$ cat src/rtl/rx_burst_dma.sv
// RX frame reassembly into 128-byte write bursts for the bus-master command FIFO.
// Each burst is a 3-word header (DW length, host address) followed by its halfwords.
module rx_burst_dma #(
  parameter int unsigned MAX_BURST_HW = 64,
  parameter int unsigned BUF_AW       = 6
) (
  input  logic        sys_clk,
  input  logic        sys_rst,
  input  logic [17:0] phy_dout,
  input  logic        phy_empty,
  output logic        phy_rd_en,
  output logic [17:0] mst_din,
  input  logic        mst_full,
  output logic        mst_wr_en,
  input  logic        dma_enable,
  input  logic [19:0] dma_length,
  input  logic [29:0] dma_addr_start,
  output logic [29:0] dma_addr_cur,
  output logic        frame_intr,
  output logic [15:0] drop_count
);

  localparam int unsigned CW = BUF_AW + 1;
  localparam logic [CW-1:0] MaxCnt = CW'(MAX_BURST_HW);

  typedef enum logic [2:0] {
    StIdle, StFill, StPad, StHdr0, StHdr1, StHdr2, StData, StDrop
  } state_e;

  state_e            state_q, state_d;
  logic [15:0]       buf_q [2**BUF_AW];
  logic [CW-1:0]     cnt_q, cnt_d;
  logic [BUF_AW-1:0] rd_ptr_q, rd_ptr_d;
  logic              rd_vld_q;
  logic              eof_q, eof_d;
  logic              pend_q, pend_d, pend_set;
  logic [17:0]       pend_word_q;
  logic [29:0]       cur_q, cur_d, baddr_q, baddr_d;
  logic              intr_q, intr_d;
  logic [15:0]       drop_q, drop_d;
  logic              wr_buf;
  logic [15:0]       wr_data;

  logic [29:0] ring_end, len30, last_end;
  logic [9:0]  len_dw;
  logic [17:0] word;
  logic        word_vld, last;

  assign ring_end = dma_addr_start + {10'b0, dma_length};
  assign len_dw   = 10'(cnt_q >> 1);
  assign len30    = {20'b0, len_dw};
  assign last_end = baddr_q + len30;
  // A SOF held over from a truncated frame takes priority over a new FIFO read.
  assign word     = pend_q ? pend_word_q : phy_dout;
  assign word_vld = pend_q | rd_vld_q;
  assign last     = ({1'b0, rd_ptr_q} == cnt_q - CW'(1));

  // Next frame starts on a 32-DW boundary, back at the ring base once past the top.
  function automatic logic [29:0] round_wrap(input logic [29:0] a);
    logic [29:0] r;
    r = (a + 30'd31) & ~30'd31;
    return (r >= ring_end) ? dma_addr_start : r;
  endfunction

  function automatic logic [15:0] sat_inc(input logic [15:0] v);
    return (v == 16'hFFFF) ? v : v + 16'd1;
  endfunction

  always_comb begin
    state_d   = state_q;
    cnt_d     = cnt_q;
    rd_ptr_d  = rd_ptr_q;
    eof_d     = eof_q;
    pend_d    = pend_q;
    pend_set  = 1'b0;
    cur_d     = cur_q;
    baddr_d   = baddr_q;
    intr_d    = 1'b0;
    drop_d    = drop_q;
    wr_buf    = 1'b0;
    wr_data   = word[15:0];
    phy_rd_en = 1'b0;
    mst_wr_en = 1'b0;
    mst_din   = '0;
    unique case (state_q)
      StIdle: begin
        phy_rd_en = ~phy_empty & ~rd_vld_q & ~pend_q;
        if (!dma_enable) cur_d = dma_addr_start;
        if (word_vld) begin
          pend_d = 1'b0;
          if (word[17]) begin
            if (dma_enable) begin
              wr_buf  = 1'b1;
              cnt_d   = CW'(1);
              eof_d   = word[16];
              state_d = StFill;
            end else if (word[16]) begin
              drop_d = sat_inc(drop_q);
            end else begin
              state_d = StDrop;
            end
          end
        end
      end
      StFill: begin
        phy_rd_en = ~phy_empty & ~rd_vld_q & (cnt_q < MaxCnt) & ~eof_q;
        if (rd_vld_q) begin
          if (phy_dout[17]) begin
            // Truncated frame: close it out and keep the SOF for the next one.
            pend_set = 1'b1;
            pend_d   = 1'b1;
            eof_d    = 1'b1;
            if (cnt_q == '0) begin
              cur_d   = round_wrap(cur_q);
              intr_d  = 1'b1;
              state_d = StIdle;
            end
          end else begin
            wr_buf  = 1'b1;
            cnt_d   = cnt_q + CW'(1);
            eof_d   = phy_dout[16];
          end
        end else if (eof_q || cnt_q == MaxCnt) begin
          state_d = cnt_q[0] ? StPad : StHdr0;
        end
      end
      StPad: begin
        wr_buf  = 1'b1;
        wr_data = 16'h0000;
        cnt_d   = cnt_q + CW'(1);
        state_d = StHdr0;
      end
      StHdr0: begin
        mst_din   = {2'b01, 6'b0, len_dw};
        mst_wr_en = ~mst_full;
        if (!mst_full) begin
          baddr_d = (cur_q + len30 > ring_end) ? dma_addr_start : cur_q;
          state_d = StHdr1;
        end
      end
      StHdr1: begin
        mst_din   = {2'b01, baddr_q[29:14]};
        mst_wr_en = ~mst_full;
        if (!mst_full) state_d = StHdr2;
      end
      StHdr2: begin
        mst_din   = {2'b01, baddr_q[13:0], 2'b00};
        mst_wr_en = ~mst_full;
        if (!mst_full) begin
          rd_ptr_d = '0;
          state_d  = StData;
        end
      end
      StData: begin
        mst_din   = {last ? 2'b10 : 2'b00, buf_q[rd_ptr_q]};
        mst_wr_en = ~mst_full;
        if (!mst_full) begin
          rd_ptr_d = rd_ptr_q + BUF_AW'(1);
          if (last) begin
            cnt_d = '0;
            if (eof_q) begin
              cur_d   = round_wrap(last_end);
              intr_d  = 1'b1;
              state_d = StIdle;
            end else begin
              cur_d   = last_end;
              state_d = StFill;
            end
          end
        end
      end
      StDrop: begin
        phy_rd_en = ~phy_empty & ~rd_vld_q;
        if (rd_vld_q && phy_dout[16]) begin
          drop_d  = sat_inc(drop_q);
          state_d = StIdle;
        end
      end
    endcase
  end

  always_ff @(posedge sys_clk) begin
    if (sys_rst) begin
      state_q     <= StIdle;
      cnt_q       <= '0;
      rd_ptr_q    <= '0;
      rd_vld_q    <= 1'b0;
      eof_q       <= 1'b0;
      pend_q      <= 1'b0;
      pend_word_q <= '0;
      cur_q       <= '0;
      baddr_q     <= '0;
      intr_q      <= 1'b0;
      drop_q      <= '0;
    end else begin
      state_q  <= state_d;
      cnt_q    <= cnt_d;
      rd_ptr_q <= rd_ptr_d;
      rd_vld_q <= phy_rd_en;
      eof_q    <= eof_d;
      pend_q   <= pend_d;
      if (pend_set) pend_word_q <= phy_dout;
      cur_q    <= cur_d;
      baddr_q  <= baddr_d;
      intr_q   <= intr_d;
      drop_q   <= drop_d;
    end
  end

  always_ff @(posedge sys_clk) begin
    if (wr_buf) buf_q[cnt_q[BUF_AW-1:0]] <= wr_data;
  end

  assign dma_addr_cur = cur_q;
  assign frame_intr   = intr_q;
  assign drop_count   = drop_q;

endmodule
$ cat config.mk
export PLATFORM = sky130hd
export DESIGN_NAME = rx_burst_dma
export DESIGN_NICKNAME = d
export VERILOG_FILES = /design/src/rtl/rx_burst_dma.sv
export SDC_FILE = /design/constraint.sdc
export NUM_CORES = 2
export LEC_CHECK = 0
export ABC_AREA = 1
export BUFFER_PORTS_ARGS = -buffer_cell sky130_fd_sc_hd__buf_2
export CORE_AREA = 2 2 280 310
export CTS_CLUSTER_DIAMETER = 30
export DETAILED_ROUTE_END_ITERATION = 10
export DIE_AREA = 0 0 282 312
export PLACE_DENSITY = 0.78
export SKIP_CTS_REPAIR_TIMING = 1
export SLEW_MARGIN = 20
export SYNTH_ARGS = -nofsm -noshare
export SYNTH_HDL_FRONTEND = slang
export SYNTH_SLANG_ARGS = --single-unit
$ cat constraint.sdc
create_clock -name sys_clk -period 6.6 [get_ports sys_clk]
set_input_delay 1.32 -clock sys_clk [delete_from_list [all_inputs] [get_ports sys_clk]]
set_output_delay 1.32 -clock sys_clk [all_outputs]
set_load 0.01 [all_outputs]
==> impl_results.md <==
* Outcome: completed
* Synth-to-layout area growth at 15.1%
* Syn nets at 5266
* Final WL at 166 mm
* Antenna violations before repair at 4
* Largest net degree at the start of global routing at 184
* Predominant post-synthesis flop cell: edfxtp_1
* CP Capture Type: primary output
* Die H at 312 µm
* Path type of the worst setup path: reg -> out
* Reg-to-Reg Start: baddr_q[0]
* Cell variety after synth at 56
* Skew-Pair Late Insertion Delay at 0.76 ns
* Final Max Tran Viols at 0
* CP required at 5.28 ns
* Synth Instances at 5074
* Leakage power at 22.3 nW
* Hold crit path type: reg -> reg
* CP max FO at 70
* Reg2Reg Depth at 29
* Via density at 6.51
* CTS tree: done
* Skew final at 0.0296 ns
* RSZ-0062 raised after global routing: false
* Drt wl/cell at 25.5 µm
* Htree depth at 4
* Share of cells above drive strength 1 at 0.126
* Nets at 5441
* Fmax at 162 MHz
* Rows at 112
* Core Box Area at 0.0845 mm²
* Worst Tran Pin Value at 1.22 ns
* Initial Utilization at 0.628
* Final setup vio count at 0
* Die width at 282 µm
* DRC violations left at 0
* Vias in the first global route at 40650
* Crit path launch type: flip-flop
* Tmin final at 6.17 ns
* Cell count of the worst hold path at 2
* Hold Fails Final Rpt at 0
* # clock sinks at 1144
* Post-DRT Antenna Nets at 0
* Final worst-path cycle share at 0.934
* R2R setup slack at 1.27 ns
* Reg-to-reg endpoint: dma_addr_cur[1]
* Synth Cell Area at 0.0531 mm²
* I/O pin cnt at 140
* Worst hold start: pend_word_q[12]
* CP arrival at 4.85 ns
* Setup TNS at 0 ns
* DP Wirelength at 103 mm
* Drt initial violations at 6068
* Final Instance Area at 0.0611 mm²
* Grt total ovfl at 0
* Port Buf Inserts at 139
* Hold Crit Endpoint: pend_word_q[12]
* Pwr Density at 331 mW/mm²
* Slew Limit Headroom at 0.173
* Pre-Repair DR Iteration Count at 8
* Register area share after synthesis at 0.625
* Placed instance area at 0.0554 mm²
* Wire length of the first global-routing pass at 247 mm
* Routability cong. at 1.02
* Die area at 0.0880 mm²
* Fill cells at 5762
* Total clock buffers created by CTS at 161
* Clock Tree Buf Depth at 3
* Post-synth EDFFs at 1024
* Clock tree root buffer cell: clkbuf_16
* Max_cap viols at 0
* Peak VDD IR at 0.314 mV
* Synth async-reset ratio at 0
* Avg Inst Size Synth at 10.5 µm²
* Reg clk slew, reported paths at 0.05 ns
* GRT Resource Usage Total at 0.375
* DR vias at 42487
* Synth Warn # at 0
* Seq cells post-synth at 1144
sequential cells by signal, indices dropped and copies added (netlist names), named ones only:
register	cells
buf_q	1024
baddr_q	30
rd_vld_q	1
drop_count	16
state_q	3
rd_ptr_q	6
eof_q	1
dma_addr_cur	30
frame_intr	1
pend_word_q	18
cnt_q	7
pend_q	1
through the flow:
stage / total power [mW] / util / cells / setup slack [ns] / hold slack (ns)
after floorplan: 10.2 / - / 5074 / 1.53 / 0.425
after global placement: 11.3 / 0.656 / 6226 / 0.757 / 0.434
after detailed placement: 11.3 / 0.656 / 6226 / 0.654 / 0.442
after CTS: 20.1 / 0.723 / 6527 / 0.686 / 0.450
after global routing: 20.8 / 0.723 / 6528 / 0.461 / 0.470
final: 20.2 / 0.723 / 6529 / 0.432 / 0.447
cell usage in the layout, fill, tap and decap left out, drive strengths merged, types with 75 or more instances in the layout:
| cell | n |
|---|---|
| clkbuf | 188 |
| nand3 | 269 |
| o22ai | 75 |
| o21ai | 698 |
| dfxtp | 120 |
| nand2 | 553 |
| edfxtp | 1024 |
| nor2 | 853 |
| inv | 366 |
| ha | 116 |
| buf | 295 |
| a21oi | 256 |
| o221ai | 206 |
worst max-delay path, cell delays in order (launching register included):
cell,delay (ns)
dfxtp_4,0.57
inv_6,0.59
buf_4,0.32
buf_4,0.35
o21ai_0,0.19
o22ai_1,0.21
nor2_1,0.09
o311ai_0,0.70
nand3_1,0.34
nand2_1,0.14
nand2_1,0.08
o221ai_1,0.23
buf_2,0.24
cell type report:
class	count	area, µm²	area share
inverters	345	1310	0.0215
multi-input cells	3302	17500	0.287
well taps	1140	1430	0.0233
diodes	2	5.00	0.0000819
clock buffers	188	4320	0.0707
clock inverters	113	1360	0.0223
flip-flops and latches	1144	33200	0.543
repair buffers	295	1990	0.0326
where the power goes:
group	total [mW]	internal [mW]	switching, mW
clock network	8.95	5.61	3.34
logic	2.79	0.747	2.05
registers	8.50	8.31	0.193
total	20.2	14.7	5.58
kinds of logic (layout without fill, tap and decap cells):
kind of cell,after synthesis,after routing,synth area share
fa+ha+maj,119,119,0.0285
xor+xnor,86,86,0.0145
compound gates,1314,1314,0.145
simple gates,1783,1783,0.142
flops,1144,1144,0.625
other cells,0,2,0
buf+inv,628,941,0.0457
routing by layer:
layer / vias up / routed length (µm) / track usage
met3: 587 / 19000 / 0.0822
li1: 18709 / - / -
met2: 2981 / 77100 / 0.585
met4: 4 / 10400 / 0.214
met5: - / 25 / 0.00218
met1: 20206 / 59800 / 0.489
Yosys cell counts (7+ instances only):
cell type,number,share of area
nand3_2,7,0.0013
o311ai_0,28,0.0046
o22ai_1,75,0.0088
inv_1,322,0.023
nand2_2,30,0.0035
xor2_1,66,0.011
nor2_1,832,0.059
o311ai_1,7,0.0012
xnor2_1,18,0.0030
o211ai_1,9,0.0013
o21ai_0,683,0.064
nand4_1,46,0.0054
clkbuf_1,225,0.016
nand2_1,521,0.037
dfxtp_1,120,0.045
o21ai_1,15,0.0014
inv_2,18,0.0013
a21oi_1,255,0.024
nor2_2,13,0.0015
nor3_1,33,0.0031
nor4_1,13,0.0015
nand3_1,262,0.025
ha_1,116,0.027
o221ai_1,206,0.034
buf_2,37,0.0035
edfxtp_1,1024,0.58
buf_1,17,0.0012
worst max-delay path by stage:
stage	start	end	slack, ns	cells after the start
2_1_floorplan	dma_length[0]	baddr_q[26]	1.53	26
3_3_place_gp	dma_addr_start[0]	dma_addr_cur[1]	0.76	23
3_5_place_dp	dma_addr_start[0]	dma_addr_cur[1]	0.65	23
4_1_cts	flip-flop	mst_din[8]	0.69	12
5_1_grt	flip-flop	mst_din[8]	0.46	12
6_report	flip-flop	mst_din[9]	0.43	12
No activity file was read; power rests on OpenSTA's default activity.
